==> src/rtl/freq_meter.sv <==
// freq_meter: gated-window frequency counter with valid/ack result handshake
//   Define FREQ_METER_SAT_EN to make the edge counter saturate instead of wrap.
//   GATE_CYCLES : window length in clk cycles (>= 2)
//   CNT_W       : width of the edge counter and of freq
//   clk, rst_n  : clock, asynchronous active-low reset
//   en          : measurement enable; low holds the window idle
//   sig_in      : asynchronous signal under measurement
//   freq_ack    : consumer acknowledge of freq
//   freq        : rising-edge count of the last completed window
//   freq_valid  : freq holds an unacknowledged result
//   overrun     : sticky, a result was overwritten before being acknowledged
module freq_meter #(
    parameter int GATE_CYCLES = 50000000,
    parameter int CNT_W       = 26
) (
    input  logic             clk,
    input  logic             rst_n,
    input  logic             en,
    input  logic             sig_in,
    input  logic             freq_ack,
    output logic [CNT_W-1:0] freq,
    output logic             freq_valid,
    output logic             overrun
);
    localparam int GW = $clog2(GATE_CYCLES);
    typedef enum logic {IDLE, COUNT} state_t;
    state_t           state, state_d;
    logic             s1, s2, dly, edge_det, close, acc;
    logic [GW-1:0]    gate_cnt;
    logic [CNT_W-1:0] edge_cnt, edge_nxt;
    assign edge_det = s2 & ~dly;
`ifdef FREQ_METER_SAT_EN
    logic [CNT_W:0] sum;
    assign sum      = {1'b0, edge_cnt} + (CNT_W+1)'(edge_det);
    assign edge_nxt = sum[CNT_W] ? '1 : sum[CNT_W-1:0];
`else
    assign edge_nxt = edge_cnt + CNT_W'(edge_det);
`endif
    // A window only closes while still enabled, so dropping en on the last cycle discards it
    assign close = (state == COUNT) && en && (gate_cnt == GW'(GATE_CYCLES - 1));
    assign acc   = freq_ack & freq_valid;
    always_comb begin
        state_d = IDLE;
        if (en) state_d = COUNT;
    end
    always_ff @(posedge clk or negedge rst_n) begin
        if (!rst_n) begin
            state <= IDLE;
            {s1, s2, dly} <= '0;
        end else begin
            state <= state_d;
            {s1, s2, dly} <= {sig_in, s1, s2};
        end
    end
    always_ff @(posedge clk or negedge rst_n) begin
        if (!rst_n) begin
            gate_cnt <= '0;
            edge_cnt <= '0;
        end else if (state != COUNT || !en || close) begin
            gate_cnt <= '0;
            edge_cnt <= '0;
        end else begin
            gate_cnt <= gate_cnt + GW'(1);
            edge_cnt <= edge_nxt;
        end
    end
    // edge_nxt folds in an edge on the closing cycle so it lands in the closing window
    always_ff @(posedge clk or negedge rst_n) begin
        if (!rst_n) begin
            freq       <= '0;
            freq_valid <= 1'b0;
            overrun    <= 1'b0;
        end else begin
            if (close) freq <= edge_nxt;
            freq_valid <= close | (freq_valid & ~acc);
            overrun    <= (close & freq_valid & ~freq_ack) | (overrun & ~acc);
        end
    end
endmodule

==> config.mk <==
export PLATFORM = sky130hd
export DESIGN_NAME = freq_meter
export DESIGN_NICKNAME = d
export VERILOG_FILES = /design/src/rtl/freq_meter.sv
export SDC_FILE = /design/constraint.sdc
export NUM_CORES = 1
export LEC_CHECK = 0
export ABC_AREA = 1
export ABC_CLOCK_PERIOD_IN_PS = 2800
export CAP_MARGIN = 20
export CORE_ASPECT_RATIO = 1.25
export CORE_MARGIN = 5
export CORE_UTILIZATION = 30
export CTS_BUF_LIST = sky130_fd_sc_hd__clkbuf_16
export CTS_CLUSTER_SIZE = 28
export DETAILED_ROUTE_END_ITERATION = 10
export HOLD_SLACK_MARGIN = 0.15
export PLACE_DENSITY_LB_ADDON = 0.2
export SLEW_MARGIN = 25
export SYNTH_ARGS = -nofsm -noshare
export SYNTH_HDL_FRONTEND = slang
export SYNTH_SLANG_ARGS = --single-unit
==> constraint.sdc <==
create_clock -name clk -period 2.8 [get_ports clk]
set_input_delay 0.56 -clock clk [delete_from_list [all_inputs] [get_ports clk]]
set_output_delay 0.56 -clock clk [all_outputs]
set_load 0.02 [all_outputs]
==> impl_summary.log <==
[metrics] antenna violations before repair: 0
[metrics] cell types occupying the most area after synthesis: sky130_fd_sc_hd__dfrtp_1 49%, sky130_fd_sc_hd__nand2_1 18%, sky130_fd_sc_hd__nor2_1 8.8%
[metrics] achievable clock frequency: 456.0 MHz
[metrics] critical path startpoint category: register
[metrics] # nets final: 607
[metrics] post-detailed-route wirelength per cell: 12.17 µm
[metrics] worst rel slew slack: 50.38%
[metrics] Yosys top cell by area: sky130_fd_sc_hd__dfrtp_1
[metrics] overall die width: 117.3 µm
[metrics] aggregate routed wire length: 9494 µm
[metrics] setup bufs post-CTS: 0
[metrics] cell at the root of the clock tree: sky130_fd_sc_hd__clkbuf_16
[metrics] maximum fanout along the worst path: 6
[metrics] Num Clock Sinks: 84
[metrics] router iterations before antenna repair: 6
[metrics] starting density of the core: 30.23%
[metrics] crit path time final: 2193 ps
[metrics] Setup Viol. Count Final: 0
[metrics] worst hold path class: in2async
[metrics] first-pass GRT wire length: 16700 µm
[metrics] CTS-repair resized insts: 0
[metrics] count of unresolved DRC violations after routing: 0
[metrics] DIE AREA: 16910 µm²
[metrics] final-report max-slew violation count: 0
[metrics] total leakage power: 0.002254 µW
[metrics] Post-CTS Hold Buffers: 0
[metrics] Synth Register Bits: 84
[metrics] net count of the mapped netlist: 570
[metrics] Reg clk slew, reported paths: 60 ps
[metrics] cell area after technology mapping: 4318 µm²
[metrics] vias in the first global route: 3524
[metrics] P&R area growth vs syn: 17.15%
[metrics] diode insertion count for antenna repair: 0
[metrics] post-placement cell count: 766
[metrics] iteration-0 DRC count of the detailed router: 192
[metrics] power share of the clock group: 44.6%
[metrics] type of destination of the critical path: register
[metrics] post-synthesis area per instance: 7.683 µm²
[metrics] fill count: 1518
[metrics] vias after detailed routing: 3401
[metrics] pin count of the biggest net entering global routing: 49
[metrics] clock tree from TritonCTS: built
[metrics] worst clock skew: 7.091 ps
[metrics] fraction of final layout cells with drive strength greater than 1: 6.312%
[metrics] final weighted congestion of routability-driven global placement: 0.8687
[metrics] number of H-tree levels: 3
[metrics] worst skew pair latency: 340 ps
[metrics] Internal Dissipation: 1808 µW
[metrics] sequential area share after synthesis: 48.68%
[metrics] placeable core area: 14290 µm²
[metrics] RSZ-0062 raised after global routing: no
[metrics] Tot GR Track Use: 12.21%
[metrics] top cell type's share of synthesized area: 48.68%
[metrics] number of ports placed on the die boundary: 33
[metrics] part of the total power dissipated in combinational logic: 2.5%
[metrics] summed negative setup slack over all endpoints: 0 ps
[metrics] Peak VDD IR: 0.0002345 V
[metrics] final global-route overflow total: 0
[metrics] vertical die dimension: 144.1 µm
[metrics] post-route fraction of the period consumed by the critical path: 78.32%
[metrics] clock buffers created by TritonCTS: 9
[metrics] net switching fraction of the power: 21.73%
[metrics] non-filler instance count after layout: 780
[metrics] remaining antenna violation count: 0
[metrics] total of max-cap violations: 0
[metrics] fraction of power consumed by sequential logic: 52.9%
[metrics] Critical Setup Path Class: reg2reg
[metrics] total of warnings raised by yosys: 0
[metrics] slew at the pin with the worst max-slew slack: 743.6 ps
[metrics] final hold vios: 0
[metrics] Post-Syn Instances: 562
[metrics] maximum buffer depth of the clock tree: 2
[metrics] run status: complete, no violations
[metrics] total net switching power: 501.8 µW
[metrics] total of buffers placed on input and output ports: 32
[metrics] vias per cell: 4.360
[metrics] post-DP HPWL: 7023 µm
[metrics] number of distinct library cell variants in the gate-level netlist after synthesis: 28
[metrics] worst endpoint required time: 3040 ps
[metrics] CP arrival: 2440 ps
[metrics] power per standard cell area: 456.6 nW/µm²
[metrics] row count: 49
## worst max-delay path, cell delays in order (launching register included)
cell                       delay, ps
sky130_fd_sc_hd__dfrtp_1         340
sky130_fd_sc_hd__inv_1            40
sky130_fd_sc_hd__nor2_1           80
sky130_fd_sc_hd__ha_1            180
sky130_fd_sc_hd__ha_1            180
sky130_fd_sc_hd__nand2_1          60
sky130_fd_sc_hd__nor2_1          290
sky130_fd_sc_hd__nand2_1         240
sky130_fd_sc_hd__nor2_1          340
sky130_fd_sc_hd__nand3b_1        150
sky130_fd_sc_hd__a21oi_1         190
## final timing paths
path / start / endpoint / slack (ps) / cells past startpoint
min: rst_n / edge_cnt[12] / 210 / 1
min reg2reg: s1 / s2 / 350 / 0
max: s2 / edge_cnt[20] / 610 / 10
max reg2reg: s2 / edge_cnt[20] / 610 / 10
max in group asynchronous: rst_n / freq[23] / 1960 / 2
min in group clk: s1 / s2 / 350 / 0
## area by class of cell
cell class | count | area [µm²] | share of cell area, %
clock buffers | 9 | 225.2 | 4.452
clock inverters | 5 | 22.52 | 0.4452
inverters | 47 | 176.4 | 3.488
multi-input cells | 421 | 1949 | 38.54
flip-flops and latches | 84 | 2102 | 41.55
well taps | 178 | 222.7 | 4.403
repair buffers | 36 | 360.3 | 7.123
## through the flow
stage | hold slack [ps] | cell area [µm²] | setup WS (ps) | utilization (%) | power (µW)
floorplan | 264.4 | 4318 | 1085 | - | 1272
global placement | 337.2 | 4811 | 627.9 | 33.68 | 1305
detailed placement | 336.4 | 4811 | 530.6 | 33.68 | 1306
CTS | 241.7 | 5059 | 592.7 | 35.41 | 2350
global route | 263.9 | 5059 | 382.2 | 35.41 | 2401
finish | 208.1 | 5059 | 607.1 | 35.41 | 2310
## routing by layer
metal	GRT usage (%)	vias to the layer above	part of all wire, %
met3	2.817	12	2.9
met1	13.80	1554	44
li1	-	1794	-
met5	0	-	0
met4	4.887	0	1.6
met2	22.29	41	51
## cell families after synthesis
group,synth area share [%]
and+or+nand+nor,37.15
adders and majority gates,0.8694
AOI/OAI and AO/OA,2.666
xor gates and xnor gates,4.462
buffers and inverters,6.172
DFF,48.68
## sequential cells by signal, summed over array words and instances, names as in the netlist
register and count:
gate_cnt 26, overrun 1, freq 26, edge_cnt 26, state 1, s2 1, freq_valid 1, dly 1
s1 1
## layout by cell type (no fill, tap or decap), types with 2 or more instances in the layout
cell type,synthesis,routed
sky130_fd_sc_hd__buf_4,1,4
sky130_fd_sc_hd__nand3b_1,5,5
sky130_fd_sc_hd__nand2_1,210,210
sky130_fd_sc_hd__xnor2_1,11,11
sky130_fd_sc_hd__clkbuf_16,0,9
sky130_fd_sc_hd__nor3_1,2,2
sky130_fd_sc_hd__o21ai_0,6,6
sky130_fd_sc_hd__nand2_4,2,2
sky130_fd_sc_hd__clkinv_1,0,3
sky130_fd_sc_hd__nor2_1,101,101
sky130_fd_sc_hd__o21ai_1,5,5
sky130_fd_sc_hd__a21oi_1,12,12
sky130_fd_sc_hd__nand2_2,2,2
sky130_fd_sc_hd__nand3_1,27,27
sky130_fd_sc_hd__clkdlybuf4s50_1,0,31
sky130_fd_sc_hd__ha_1,3,3
sky130_fd_sc_hd__and3_1,4,4
sky130_fd_sc_hd__xor2_1,11,11
sky130_fd_sc_hd__dfrtp_1,84,84
sky130_fd_sc_hd__or2_2,3,3
sky130_fd_sc_hd__nor2_4,13,13
sky130_fd_sc_hd__inv_1,46,47
## power by group through the flow
stage          clock, µW  combinational (µW)  sequential, µW
6_report            1030                58.2            1220
3_3_place_gp           0                61.4            1240
4_1_cts             1070                62.2            1220
5_1_grt             1110                68.7            1220
2_1_floorplan          0                28.5            1240
3_5_place_dp           0                62.1            1240
## synth_stat cells, drive strengths merged
master and count:
buf 10, and3 4, dfrtp 84, or2 3, xnor2 11, nor3 2
nor2b 1, nand3 28, a21oi 12, xor2 11, and2 1, o21ai 11
nand3b 5, inv 47, nand2 214, ha 3, nor2 115
(Power assumes the default switching activity.)
